$ cat config.mk
export PLATFORM = sky130hd
export DESIGN_NAME = imem_loader
export DESIGN_NICKNAME = d
export VERILOG_FILES = /design/src/rtl/imem_loader.sv
export SDC_FILE = /design/constraint.sdc
export NUM_CORES = 1
export LEC_CHECK = 0
export ABC_AREA = 1
export BUFFER_PORTS_ARGS = -buffer_cell sky130_fd_sc_hd__buf_2
export CORE_UTILIZATION = 38
export CTS_CLUSTER_DIAMETER = 120
export CTS_CLUSTER_SIZE = 16
export DETAILED_ROUTE_END_ITERATION = 12
export PLACE_DENSITY = 0.6
export SYNTH_ARGS = -nofsm -noshare
export SYNTH_HDL_FRONTEND = slang
export SYNTH_SLANG_ARGS = --single-unit
export TNS_END_PERCENT = 5
$ cat constraint.sdc
create_clock -name clock -period 3.55 [get_ports clock]
set_clock_uncertainty 0.05 [all_clocks]
set_input_delay 0.355 -clock clock [delete_from_list [all_inputs] [get_ports clock]]
set_output_delay 0.355 -clock clock [all_outputs]
set_load 0.01 [all_outputs]
$ cat src/rtl/imem_loader.sv
// imem_loader: byte-stream boot loader that writes a program image into the
// instruction memory write port. A frame is a 16-bit little-endian word count
// followed by that many 32-bit little-endian words.
// Optional feature macro: IMEM_LOADER_CHECKSUM_EN adds a trailing XOR checksum
// byte that is verified in a CHK state before the frame is reported done.
//
// state  | meaning
// -------+-----------------------------------------------------------------
// IDLE   | waiting for start; rx bytes ignored
// LEN_LO | waiting for word count bits 7:0
// LEN_HI | waiting for word count bits 15:8
// DATA   | assembling bytes into words, one imem write per fourth byte
// CHK    | (checksum build only) waiting for the XOR checksum byte
// DONE   | frame complete for one cycle, then back to IDLE

module imem_loader #(
  parameter logic [15:0] BASE_ADDR      = 16'h0000,
  parameter int unsigned TIMEOUT_CYCLES = 1000000
) (
  input  logic        clock,
  input  logic        clrn,
  input  logic        start,
  input  logic        rx_valid,
  input  logic [7:0]  rx_data,
  output logic [15:0] mem_address,
  output logic [31:0] mem_data,
  output logic        mem_wren,
  output logic        busy,
  output logic        done,
  output logic        error,
  output logic [15:0] word_count
);

`ifdef IMEM_LOADER_CHECKSUM_EN
  typedef enum logic [2:0] {
    S_IDLE, S_LEN_LO, S_LEN_HI, S_DATA, S_DONE, S_CHK
  } state_t;
`else
  typedef enum logic [2:0] {
    S_IDLE, S_LEN_LO, S_LEN_HI, S_DATA, S_DONE
  } state_t;
`endif

  state_t      state, state_d;
  logic [15:0] len, len_d;
  logic [1:0]  lane, lane_d;
  logic [23:0] asm_word, asm_word_d;
  logic [31:0] tmo_cnt, tmo_cnt_d;
  logic [7:0]  chk, chk_d;
  logic [15:0] addr_d, wc_d;
  logic [31:0] data_d;
  logic        wren_d, busy_d, done_d, error_d;

  logic [15:0] len_full;
  logic [15:0] wc_inc;
  logic        tmo_hit;

  assign len_full = {rx_data, len[7:0]};
  assign wc_inc   = word_count + 16'd1;
  // The abort fires on the edge where the idle-cycle count would reach the limit.
  assign tmo_hit  = (TIMEOUT_CYCLES != 0) && !rx_valid &&
                    ((tmo_cnt + 32'd1) >= TIMEOUT_CYCLES);

  // Register every piece of loader state; reset aborts any frame in flight.
  always_ff @(posedge clock or negedge clrn) begin
    if (!clrn) begin
      state       <= S_IDLE;
      len         <= '0;
      lane        <= '0;
      asm_word    <= '0;
      tmo_cnt     <= '0;
      chk         <= '0;
      mem_address <= '0;
      mem_data    <= '0;
      mem_wren    <= 1'b0;
      busy        <= 1'b0;
      done        <= 1'b0;
      error       <= 1'b0;
      word_count  <= '0;
    end else begin
      state       <= state_d;
      len         <= len_d;
      lane        <= lane_d;
      asm_word    <= asm_word_d;
      tmo_cnt     <= tmo_cnt_d;
      chk         <= chk_d;
      mem_address <= addr_d;
      mem_data    <= data_d;
      mem_wren    <= wren_d;
      busy        <= busy_d;
      done        <= done_d;
      error       <= error_d;
      word_count  <= wc_d;
    end
  end

  // Next-state and next-output logic for the frame parser.
  always_comb begin
    state_d    = state;
    len_d      = len;
    lane_d     = lane;
    asm_word_d = asm_word;
    tmo_cnt_d  = tmo_cnt;
    chk_d      = chk;
    addr_d     = mem_address;
    data_d     = mem_data;
    wren_d     = 1'b0;
    busy_d     = busy;
    done_d     = done;
    error_d    = error;
    wc_d       = word_count;

    // The inter-byte timer only runs while a frame is being received.
    if (state != S_IDLE && state != S_DONE) begin
      if (rx_valid || TIMEOUT_CYCLES == 0) tmo_cnt_d = '0;
      else                                 tmo_cnt_d = tmo_cnt + 32'd1;
    end

    case (state)
      S_IDLE: begin
        if (start) begin
          state_d   = S_LEN_LO;
          busy_d    = 1'b1;
          done_d    = 1'b0;
          error_d   = 1'b0;
          wc_d      = '0;
          tmo_cnt_d = '0;
          lane_d    = '0;
          chk_d     = '0;
        end
      end
      S_LEN_LO: begin
        if (rx_valid) begin
          len_d[7:0] = rx_data;
          chk_d      = chk ^ rx_data;
          state_d    = S_LEN_HI;
        end
      end
      S_LEN_HI: begin
        if (rx_valid) begin
          len_d  = len_full;
          chk_d  = chk ^ rx_data;
          lane_d = '0;
          if (len_full != 16'd0) begin
            state_d = S_DATA;
          end else begin
`ifdef IMEM_LOADER_CHECKSUM_EN
            state_d = S_CHK;
`else
            state_d = S_DONE;
            busy_d  = 1'b0;
            done_d  = 1'b1;
`endif
          end
        end
      end
      S_DATA: begin
        if (rx_valid) begin
          chk_d  = chk ^ rx_data;
          lane_d = lane + 2'd1;
          case (lane)
            2'd0: asm_word_d[7:0]   = rx_data;
            2'd1: asm_word_d[15:8]  = rx_data;
            2'd2: asm_word_d[23:16] = rx_data;
            default: begin
              wren_d = 1'b1;
              data_d = {rx_data, asm_word};
              addr_d = BASE_ADDR + word_count;
              wc_d   = wc_inc;
              if (wc_inc == len) begin
`ifdef IMEM_LOADER_CHECKSUM_EN
                state_d = S_CHK;
`else
                state_d = S_DONE;
                busy_d  = 1'b0;
                done_d  = 1'b1;
`endif
              end
            end
          endcase
        end
      end
`ifdef IMEM_LOADER_CHECKSUM_EN
      S_CHK: begin
        if (rx_valid) begin
          busy_d = 1'b0;
          if (rx_data == chk) begin
            state_d = S_DONE;
            done_d  = 1'b1;
          end else begin
            state_d = S_IDLE;
            error_d = 1'b1;
          end
        end
      end
`endif
      S_DONE: begin
        state_d = S_IDLE;
      end
      default: begin
        state_d = S_IDLE;
      end
    endcase

    // Inter-byte timeout: drop the frame and any partially assembled word.
    if ((state == S_LEN_LO || state == S_LEN_HI || state == S_DATA
`ifdef IMEM_LOADER_CHECKSUM_EN
         || state == S_CHK
`endif
        ) && tmo_hit) begin
      state_d   = S_IDLE;
      busy_d    = 1'b0;
      error_d   = 1'b1;
      done_d    = 1'b0;
      wren_d    = 1'b0;
      lane_d    = '0;
      tmo_cnt_d = '0;
    end
  end

endmodule

### Word level (Yosys, flattened, before mapping)

Index checks and enable logic that the tools add are counted.

* equality and inequality tests: 17
* reduce and logical (&&, ||, !) cells: 26
* bitwise operators: 2
* order comparisons: 1
* add/subtract/negate cells: 3
* multiplexer cells: 47

Operators by type and width (count)
* $mux 32: 5
* $mux 16: 3
* $add 32x1->32 const B: 1
* $ge 32x20->1 const B: 1
* $pmux 16 s2: 1
* $mux 3: 8
* $mux 1: 20
* $ne 3x2->1 const B: 6
* $add 16x1->16 const B: 1
* $eq 16x16->1: 1
* $pmux 8 s2: 1
* $reduce_bool 16->1: 1
* $reduce_and 3->1: 5
* $pmux 3 s4: 1
* $mux 2: 4
* $mux 8: 1
* $reduce_and 4->1: 2
* $reduce_and 7->1: 1
* $eq 3x2->1 const B: 2
* $ne 2x2->1 const B: 3
* $ne 3x3->1 const B: 2
* $pmux 1 s3: 2
* $pmux 2 s3: 1
* $reduce_and 6->1: 1
* 15 further kinds: 22

* word-level logic and storage cells: 111
* register bits: 145
* input bits: 12
* output and inout port bits: 68

### Longest topological paths before layout

Gate-level depths: netlist of run 1.

* word-level depth: 7
* gate-level depth with buffers: 20
* gate-level depth less buffers: 19

### Worst setup path after synthesis of run 1

OpenSTA, ideal clock, no wires.

* kind: flip-flop to flip-flop
* from: register tmo_cnt[0]
* to: register busy
* library setup time: 121 ps
* period minus slack after synthesis: 2239 ps
* arrival: 2068 ps
* path buffers: 1
* slack: 1311 ps
* required time: 3379 ps
* cell stages (with the launch flop): 17
* cell sequence: dfrtp_1 > ha_1 > nand2_2 > nor2_4 > nand2_4 > nor2_1 > xor2_1 > nand3_1 > nor2_1 > nand2_1 > nand2_1 > nand2_2 > buf_6 > nand2_1 > nand3_1 > o21bai_1 > nand2_1

* longest elaborated chain between the ends: 6
* elaborated cells on any way between the ends: 13
* classes of those cells: add/sub: 1; order compare: 1; eq/ne: 6; mux: 1; reduce/logical: 4

Ends and longest elaborated chain
* from (decl): line 48 `logic [31:0] tmo_cnt, tmo_cnt_d;`
* from (signal assigned): line 85 `tmo_cnt <= tmo_cnt_d;`
* $add 32x1->32 (*): line 62 `((tmo_cnt + 32'd1) >= TIMEOUT_CYCLES);`
* $ge 32x20->1 (*): line 62
* $logic_and 1x1->1 (*): line 61 `assign tmo_hit = (TIMEOUT_CYCLES != 0) && !rx_valid &&`
* $logic_and 1x1->1 (*): line 206 `if ((state == S_LEN_LO || state == S_LEN_HI || state == S_DATA`
* $ne 3x2->1 (no source line) (tied with other cells)
* $reduce_and 7->1 (no source line)
* to (signal assigned): line 90 `busy <= busy_d;`
* to (decl): line 28 `output logic busy,`

Every way passes the cells marked *; elsewhere a longest branch is shown, timed or not.
A chain may end at the register's enable or synchronous reset.

### Worst setup path in the final report of run 1

* from: register tmo_cnt[0]
* to: register state[0]

* longest elaborated chain between the ends: 6
* elaborated cells on any way between the ends: 12
* classes of those cells: add/sub: 1; order compare: 1; eq/ne: 6; mux: 1; reduce/logical: 3

Ends and longest elaborated chain
* $add 32x1->32 (*): line 62
* $ge 32x20->1 (*): line 62
* $logic_and 1x1->1 (*): line 61
* $logic_and 1x1->1 (*): line 206
* $ne 3x2->1 (no source line) or $ne 3x3->1 (tied branches)
* $reduce_and 6->1 (no source line)
* to (signal assigned): line 81 `state <= state_d;`
* to (decl): line 44 `state_t state, state_d;`

Marks and branches as above.

==> flow_summary.toml, run 1 <==
[outcome]
status = "complete, no violations"

[clock_tree]
cts_tree = "done"
clkLatencyLatePin_ns = 0.43
clockRootBuffer = "clkbuf_16"
postCtsSetupBuffers = 0
cts.path.max_buffers = 2
cts_buffers = 17
path_clk_slew_ns = 0.07
cts-htree-levels = 4
cts_sinks = 145

[global_route]
grt_pass1_vias = 6335
grt_overflow = 0
grt_use_total_pct = 20.64
grt_max_degree = 86
grt_pass1_wl_microns = 32420
antenna_found_initial = 1

[detailed_routing]
vias_per_cell = 4.950
avgRoutedWirePerCell_microns = 14.64
dr.pass1.iters = 8
finalWirelength_microns = 19750
via_count = 6678
drc = 0
drtAntennaViolNets = 0
drt_iter0_markers = 384

[power_and_ir_drop]
p_int_mw = 3.436
switching_share_pct = 37.28
pwr-share-clk_pct = 33.5
switchingPower_mw = 2.042
ir_drop_mv = 0.3573
comb_power_share_pct = 26.1
power_frac_seq_pct = 40.4
p_leak_nw = 4.368
power.density_nw_per_um2 = 622.5

[floorplanning]
core_area_sq_um = 19460
die-width_microns = 142.7
start_util_pct = 38.65
rows = 51
die_h_microns = 142.7
io_pins = 80
dieArea_sq_um = 20360

[timing]
finalHoldViolCount = 0
slew_headroom_pct = 36.46
finalCriticalPeriod_ns = 2.905
tns_ns = 0
drv_slew = 0
max_slew.worst_pin.slew_ns = 0.9472
finalSetupViolCount = 0
fmax_ghz = 0.3442
grt_setup_unrepaired = "false"
finalCritPeriodShare_pct = 81.83

[layout]
drive_gt1_share_pct = 13.38
stdcell_count = 1349
nFillCells = 2006
final_cell_mix = "nand2_1 (339), dfrtp_1 (145), o21ai_0 (97)"
areaGrowthSynthToFinish_pct = 17.00
multi_input_area_sq_um = 3400
nNetsFinal = 1089
antenna_cells = 0
regArea_sq_um = 3628
final_common_cell = "nand2_1"

[synth]
synth_top_family_by_area = "simple AND/OR/NAND/NOR gates"
synth-simple-area-share_pct = 31.64
synthXorXnorAreaFrac_pct = 2.262
ys_ff_latch = 145
synth_area_leader_cell = "dfrtp_1"
yosysUniqueCellTypes = 37
muxShareOfSynthArea_pct = 0
syn_inst = 996
synth_fa_ha_area_share_pct = 0.9980
synth_nets = 1014
ys_warn_count = 0
synth_area_per_cell_sq_um = 7.552
synth_compound_area_share_pct = 10.26
yosys-top-cells-area = "dfrtp_1 (48%), nand2_1 (17%), o21ai_0 (6.5%), inv_1 (4.8%), nor2_1 (4.3%)"
seq_area_frac_synth_pct = 48.24
syn_area_sq_um = 7522
netlist.area_leader.share_pct = 48.24

[worst_setup_path]
worstPathArrival_ns = 3.22
r2r_cells = 17
cp.required_ns = 3.87
worstReg2RegEnd = "state[0]$_DFFE_PN0P_"
critPathCaptureType = "flip-flop"
cp_max_fo = 33
reg2reg_slack_ns = 0.64
timing.rr.start = "tmo_cnt[0]$_DFF_PN0_"
criticalPathCategory = "flip-flop to flip-flop"
startpoint = "tmo_cnt[0]$_DFF_PN0_"
endpoint = "state[0]$_DFFE_PN0P_"
start_kind = "flip-flop"

[placed_design]
hpwlAfterDp_microns = 13430
portBuffers = 79
dp.cells = 1316
gp_congestion = 0.9357

[hold_path]
hold_depth = 3
hp-class = "input pin to flip-flop"

[flow_run]
drv_cap = 0
-- cell usage after synthesis, drive strengths merged --
cell type / n
nand2: 348
dfrtp: 145
o21ai: 105
inv: 97
nor2: 97
nand3: 47
nor3: 29
clkbuf: 23
nand4: 22
o22ai: 15
xor2: 13
a21oi: 12
buf: 8
a211oi: 7
ha: 6
nand3b: 5
nor4: 3
o21bai: 3
xnor2: 3
nor3b: 2
a21o: 1
a31oi: 1
and2: 1
clkinv: 1
or2: 1
xnor3: 1
-- power groups by stage --
stage,Clock (mW),Sequential (mW),Combinational [mW]
floorplan,0,2.17,1.09
global placement,0,2.23,1.42
detailed placement,0,2.24,1.44
CTS,1.87,2.21,1.44
global route,1.94,2.25,1.65
finish,1.83,2.21,1.43
-- layout make-up --
class / count / area share (%)
inverter: 98 / 4.180
multi-input combinational: 722 / 38.63
sequential: 145 / 41.23
timing repair buffer: 87 / 5.417
clock inverter: 15 / 1.948
tap: 265 / 3.767
clock buffer: 17 / 4.834
-- flip-flops by register name, summed over array words and instances, names as in the netlist --
register and count:
tmo_cnt 32, lane 2, done 1, error 1, mem_address 16, busy 1
mem_data 32, state 3, word_count 16, len 16, mem_wren 1, asm_word 24
-- worst min path at each step --
stage,slack [ns],start,to
floorplan,0.009,clrn,asm_word[0]$_DFFE_PN0P_
global route,0.30,rx_data[2],mem_data[26]$_DFFE_PN0P_
global placement,0.37,clrn,tmo_cnt[9]$_DFF_PN0_
CTS,0.26,start,busy$_DFFE_PN0P_
detailed placement,0.37,clrn,tmo_cnt[11]$_DFF_PN0_
finish,0.26,start,busy$_DFFE_PN0P_
-- worst max-delay path, cell delays in order (launching register included) --
cell and delay [ns]:
dfrtp_1 0.40, ha_1 0.21, nand2_2 0.09, nor2_4 0.24, nand2_4 0.09, nor2_1 0.20
nand3_1 0.09, nand2_1 0.10, nand2_1 0.10, nor2_1 0.11, nand2_1 0.06, nor2_1 0.12
nand2_1 0.08, nand2_2 0.23, inv_2 0.31, nor2_1 0.17, nand4_1 0.10, nand2_1 0.08
-- cells by family (layout without fill, tap and decap cells) --
family	after synthesis	in the layout
compound gates	144	144
xor+xnor	17	17
flops	145	145
fa+ha+maj	6	6
buf+inv	129	217
simple gates	555	555
-- per-layer routing --
layer  GRT usage, %  share of wire, %  up-vias
met5              0                 0        -
met3          3.722               3.4       23
met4          6.735               1.6        0
met1          27.39                47     3180
met2          34.00                48      112
li1               -                 -     3363
-- stage by stage --
stage	total power, mW	instance area (sq um)	hold slack [ns]	utilization, %	setup WS (ns)
after detailed placement	3.676	8194	0.3678	42.10	0.6367
final	5.479	8801	0.2641	45.22	0.6449
after CTS	5.524	8801	0.2614	45.22	0.6286
after global placement	3.648	8194	0.3679	42.10	0.6621
after floorplan	3.260	7522	0.009409	-	1.311
after global routing	5.847	8801	0.3019	45.22	0.3327
-- what timing repair did --
action	in CTS	in global routing
hold buffers	1	0
endpoints found under the hold margin	66	0
gates resized for setup	0	0
(Power assumes the default switching activity.)
==> run 2: changes to the inputs <==
--- a/config.mk
+++ b/config.mk
@@ -11,7 +11,7 @@
 export CTS_CLUSTER_DIAMETER = 120
 export CTS_CLUSTER_SIZE = 16
 export DETAILED_ROUTE_END_ITERATION = 12
-export PLACE_DENSITY = 0.6
+export PLACE_DENSITY = 0.62
 export SYNTH_ARGS = -nofsm -noshare
 export SYNTH_HDL_FRONTEND = slang
 export SYNTH_SLANG_ARGS = --single-unit
==> constraint.sdc (replaced) <==
create_clock -name clock -period 2.35 [get_ports clock]
set_clock_uncertainty 0.05 [all_clocks]
set_input_delay 0.235 -clock clock [delete_from_list [all_inputs] [get_ports clock]]
set_output_delay 0.235 -clock clock [all_outputs]
set_load 0.01 [all_outputs]
==> run 2 against run 1 <==
Against the previous run: non-clock buffer count increased by 82; the flow now finishes with violations (negative setup slack); core utilization is 5.3 points higher; sequential share of layout area is 4.3 points lower; sequential cell count is the same; routed wire length increased by 6.2%; via count rose by 5.6%; die area is the same; register-to-register slack got worse by 0.81 ns; clock-buffer cell count grew 3; worst hold slack got worse by 0.080 ns; critical path depth decreased by 1.
==> flow_summary.toml, run 2 (synthesized netlist as in run 1, its figures left out) <==
[outcome]
status = "finished, violations left"
failed_checks = "negative setup slack"

[timing]
grt_setup_unrepaired = "true"
finalCriticalPeriod_ns = 2.514
finalHoldViolCount = 0
worst_slack_ns = -0.1645
finalCritPeriodShare_pct = 107.0
max_slew.worst_pin.slew_ns = 0.5147
drv_slew = 0
slew_headroom_pct = 65.69
finalSetupViolCount = 39
fmax_ghz = 0.3977

[layout]
reg_top3 = "mem_data: 32 flops, tmo_cnt: 32 flops, asm_word: 24 flops"
multi_input_area_sq_um = 3711
final_cell_area_sq_um = 9827
nNetsFinal = 1171
regArea_sq_um = 3628
stdcell_count = 1431
antenna_cells = 0
areaGrowthSynthToFinish_pct = 30.64
final_cell_mix = "nand2_1 (330), dfrtp_1 (145), o21ai_0 (96)"
nFillCells = 1861
drive_gt1_share_pct = 24.53
final_common_cell = "nand2_1"

[clock_tree]
cts.path.max_buffers = 2
clockRootBuffer = "clkbuf_16"
path_clk_slew_ns = 0.07
cts_sinks = 145
cts-htree-levels = 4
cts_buffers = 17
clkLatencyLatePin_ns = 0.43
cts_tree = "done"

[detailed_routing]
finalWirelength_microns = 20980
drtAntennaViolNets = 0
drt_iter0_markers = 378
via_count = 7052
avgRoutedWirePerCell_microns = 14.66
drc = 0
dr.pass1.iters = 5
vias_per_cell = 4.928

[floorplanning]
die_h_microns = 142.7
io_pins = 80
start_util_pct = 38.65
die-width_microns = 142.7
core_area_sq_um = 19460
dieArea_sq_um = 20360
rows = 51

[placed_design]
dp.cells = 1380
portBuffers = 79
hpwlAfterDp_microns = 14310
gp_congestion = 0.9017
placed_cell_area_sq_um = 8737

[hold_path]
hp-class = "input pin to flip-flop"

[power_and_ir_drop]
power.density_nw_per_um2 = 918.2
fin_total_pwr_mw = 9.023
p_leak_nw = 4.872
ir_drop_mv = 0.6797

[worst_setup_path]
critPathCaptureType = "flip-flop"
cp_max_fo = 5
cp.required_ns = 2.58
worstPathArrival_ns = 2.75
criticalPathCategory = "flip-flop to flip-flop"
start_kind = "flip-flop"

[global_route]
grt_overflow = 0
grt_pass1_vias = 6958
grt_pass1_wl_microns = 35020
grt_max_degree = 61
antenna_found_initial = 0
grt_use_total_pct = 22.07

[flow_run]
drv_cap = 0
==> run 2: cell types whose count changed in the layout (fill, tap and decap cells not counted), sizes merged <==
cell	previous run	this run
clkinvlp	2	1
inv	104	102
bufinv	1	3
buf	86	168
clkbuf	17	20
clkinv	6	4
==> run 2: repair_timing <==
action / CTS / global route
endpoints found under the setup margin: 39 / 110
hold buffers: 1 / 0
buffers inserted: 13 / 5
gates resized for setup: 53 / 22
pin swaps: 18 / 18
endpoints found under the hold margin: 42 / 0
==> run 2: area by class of cell <==
cell class / instances / share of cell area [%]
tap: 265 / 3.374
clock buffer: 20 / 4.545
multi-input combinational: 722 / 37.76
timing repair buffer: 169 / 11.87
inverter: 98 / 3.769
sequential: 145 / 36.92
clock inverter: 12 / 1.757
==> run 2: worst paths after layout <==
kind                       slack [ns]                     from  depth (start not counted)                 endpoint
max in group asynchronous        1.31                     clrn                          3         busy$_DFFE_PN0P_
setup / recovery                -0.16     tmo_cnt[1]$_DFF_PN0_                         16    tmo_cnt[28]$_DFF_PN0_
min in group asynchronous        0.27                     clrn                          2     tmo_cnt[8]$_DFF_PN0_
hold reg to reg                  0.42  asm_word[8]$_DFFE_PN0P_                          2  mem_data[8]$_DFFE_PN0P_
hold / removal                   0.18               rx_data[2]                          3  asm_word[2]$_DFFE_PN0P_
setup reg to reg                -0.16     tmo_cnt[1]$_DFF_PN0_                         16    tmo_cnt[28]$_DFF_PN0_
==> run 2: per-stage QoR <==
stage               hold slack, ns  setup WS (ns)  util, %  setup TNS, ns
finish                      0.1839        -0.1645    50.49         -2.810
global route                0.1870        -0.3295    50.49         -17.46
CTS                         0.1689        -0.1619    49.81         -2.434
detailed placement          0.1559        -0.1858    44.89         -4.486
global placement            0.1423        -0.1489    44.89         -3.194
floorplan                  -0.1106         0.1112        -              0
==> run 2: per-layer routing <==
| layer | part of all wire [%] | routed length, microns | global-route usage, % |
|---|---|---|---|
| met5 | 0 | 0 | 0 |
| met4 | 1.3 | 266 | 5.942 |
| met3 | 3.7 | 784 | 4.091 |
| met2 | 50 | 10490 | 38.16 |
| met1 | 45 | 9438 | 28.23 |
==> run 2: critical path, stage by stage (launching register included) <==
cell	delay, ns
dfrtp_1	0.37
ha_2	0.21
nand2_2	0.08
nor2_4	0.24
nand2_4	0.12
nor2_4	0.14
nand2_2	0.09
o21ai_2	0.12
nand2_2	0.07
buf_4	0.13
buf_4	0.13
buf_4	0.12
buf_4	0.11
buf_4	0.11
buf_4	0.12
a21oi_2	0.10
nor3_1	0.05
==> run 2: report_power, final <==
group | leakage, nW | total [mW] | switching [mW] | internal, mW
sequential | 1.97 | 3.33 | 0.382 | 2.95
combinational | 2.61 | 2.78 | 1.73 | 1.05
clock | 0.300 | 2.91 | 1.18 | 1.73
total | 4.87 | 9.02 | 3.29 | 5.73
==> run 3: changes to the inputs <==
--- a/config.mk
+++ b/config.mk
@@ -7,11 +7,13 @@
 export LEC_CHECK = 0
 export ABC_AREA = 1
 export BUFFER_PORTS_ARGS = -buffer_cell sky130_fd_sc_hd__buf_2
+export CORE_ASPECT_RATIO = 0.75
 export CORE_UTILIZATION = 38
 export CTS_CLUSTER_DIAMETER = 120
 export CTS_CLUSTER_SIZE = 16
 export DETAILED_ROUTE_END_ITERATION = 12
 export PLACE_DENSITY = 0.62
+export SKIP_LAST_GASP = 1
 export SYNTH_ARGS = -nofsm -noshare
 export SYNTH_HDL_FRONTEND = slang
 export SYNTH_SLANG_ARGS = --single-unit
==> run 3 against run 2 <==
Against the previous run: the flow still finishes with violations (negative setup slack); setup slack gained 0.024 ns; sequential share of layout area grew 0.84 points; final cell count shrank 0.70%; die area is essentially flat; largest cell class is now flip-flops and latches; largest power group unchanged.
==> flow_summary.toml, run 3 (synthesized netlist as in run 1, its figures left out) <==
[detailed_routing]
avgRoutedWirePerCell_microns = 14.75
finalWirelength_microns = 20970
vias_per_cell = 4.969
drc = 0
via_count = 7061
dr.pass1.iters = 5
drt_iter0_markers = 574
drtAntennaViolNets = 0

[flow_run]
drv_cap = 0

[clock_tree]
cts_sinks = 145
cts-htree-levels = 4
path_clk_slew_ns = 0.08
cts_tree = "done"
clkLatencyLatePin_ns = 0.43
cts_buffers = 17
clockRootBuffer = "clkbuf_16"
cts.path.max_buffers = 2

[layout]
antenna_cells = 0
final_cell_area_sq_um = 9612
reg_top3 = "mem_data: 32 flops, tmo_cnt: 32 flops, asm_word: 24 flops"
final_cell_mix = "nand2_1 (336), dfrtp_1 (144), o21ai_0 (96)"
final_common_cell = "nand2_1"
drive_gt1_share_pct = 21.40
stdcell_count = 1421
regArea_sq_um = 3630
nFillCells = 1879
nNetsFinal = 1173
multi_input_area_sq_um = 3520
areaGrowthSynthToFinish_pct = 27.78

[outcome]
status = "finished, violations left"
failed_checks = "negative setup slack"

[floorplanning]
die-width_microns = 164.5
core_area_sq_um = 19380
dieArea_sq_um = 20370
die_h_microns = 123.8
start_util_pct = 38.82
rows = 44
io_pins = 80

[global_route]
grt_pass1_wl_microns = 34180
grt_overflow = 0
antenna_found_initial = 0
grt_max_degree = 72
grt_pass1_vias = 6381
grt_use_total_pct = 22.04

[worst_setup_path]
start_kind = "flip-flop"
criticalPathCategory = "flip-flop to flip-flop"
reg2reg_slack_ns = -0.14
cp.required_ns = 2.61
worstReg2RegEnd = "done$_DFFE_PN0P_"
timing.rr.start = "tmo_cnt[2]$_DFF_PN0_"
r2r_cells = 16
slowest_stage = "dfrtp_1"
cp_max_fo = 8
critPathCaptureType = "flip-flop"
path_cells = "nand2_1 > nor2_4 > nand2_4 > nor2_4 > nand2_1 > xnor2_2 > nand2_1 > nor2_1 > nand2_1 > nand2_1 > nand2_4 > buf_12 > nand3_4 > nand3_2 > o21bai_1 > nand2_1"
crit_top_cell = "nand2_1"
worstPathArrival_ns = 2.75
cpPeakStageDelay_ns = 0.41

[power_and_ir_drop]
p_leak_nw = 4.839
power.density_nw_per_um2 = 898.5
ir_drop_mv = 0.7120

[timing]
finalHoldViolCount = 0
finalSetupViolCount = 39
fmax_ghz = 0.4016
max_slew.worst_pin.slew_ns = 0.7465
finalCritPeriodShare_pct = 106.0
tns_ns = -3.538
drv_slew = 0
finalCriticalPeriod_ns = 2.490
worst_slack_ns = -0.1401
slew_headroom_pct = 49.90
grt_setup_unrepaired = "true"

[placed_design]
dp.cells = 1378
gp_congestion = 0.9296
portBuffers = 79
hpwlAfterDp_microns = 15140
placed_cell_area_sq_um = 8797
preCtsSetupSlack_ns = -0.1932

[hold_path]
hold_end = "asm_word[18]$_DFFE_PN0P_"
hold_depth = 3
hp-class = "input pin to flip-flop"
hp-start = "rx_data[2]"
run 3: cell count changes in the layout (fill, tap and decap cells not counted), sizes merged:
cell and delta:
clkbuf -3, bufinv -3, inv +3, clkinv +3, buf +2
run 3: how the worst max path moves through the flow:
stage / from / end / slack, ns / depth (start not counted)
2_1_floorplan: tmo_cnt[0]$_DFF_PN0_ / busy$_DFFE_PN0P_ / 0.11 / 16
3_3_place_gp: tmo_cnt[0]$_DFF_PN0_ / done$_DFFE_PN0P_ / -0.19 / 16
3_5_place_dp: tmo_cnt[0]$_DFF_PN0_ / done$_DFFE_PN0P_ / -0.19 / 16
4_1_cts: tmo_cnt[1]$_DFF_PN0_ / done$_DFFE_PN0P_ / -0.15 / 18
5_1_grt: tmo_cnt[1]$_DFF_PN0_ / lane[0]$_DFFE_PN0P_ / -0.39 / 18
6_report: tmo_cnt[2]$_DFF_PN0_ / done$_DFFE_PN0P_ / -0.14 / 16
run 3: layout make-up:
type / instances / area share [%]
Tap cell: 253 / 3.293
Sequential cell: 145 / 37.76
Timing Repair Buffer: 171 / 12.17
Clock inverter: 15 / 1.901
Multi-Input combinational cell: 722 / 36.62
Clock buffer: 17 / 4.426
Inverter: 98 / 3.827
run 3: per-stage QoR:
| stage | hold WS (ns) | power [mW] | util, % |
|---|---|---|---|
| global route | 0.1813 | 9.209 | 49.60 |
| finish | 0.1753 | 8.636 | 49.60 |
| floorplan | -0.1106 | 4.924 | - |
| CTS | 0.1691 | 8.604 | 49.08 |
| detailed placement | 0.1747 | 5.826 | 45.40 |
| global placement | 0.1778 | 5.788 | 45.40 |
run 3: what timing repair did:
item | CTS | global route
endpoints found under the hold margin | 47 | 0
resized for setup | 12 | 18
endpoints found under the setup margin | 39 | 40
hold buffers | 1 | 0
buffers inserted | 7 | 3
pin swaps | 15 | 16
run 3: worst max-delay path: cells and delay by family, from the launching register on:
| kind | cells | cell delay [ns] |
|---|---|---|
| XOR/XNOR | 1 | 0.17 |
| buffers and inverters | 1 | 0.16 |
| AO/OA/AOI/OAI | 1 | 0.14 |
| AND/OR/NAND/NOR | 13 | 1.42 |
| flip-flops | 1 | 0.41 |
run 3: report_power, final:
part / internal [mW] / switching, mW / total [mW]
clock network: 1.45 / 1.29 / 2.74
registers: 2.95 / 0.412 / 3.36
logic: 0.945 / 1.60 / 2.54
run 3: metal layers:
layer	GRT usage, %	wire, microns	vias to the layer above
met5	0	0	-
met4	5.677	184	0
met3	5.228	1518	16
met2	28.85	7976	230
met1	35.27	11290	3267
li1	-	-	3548
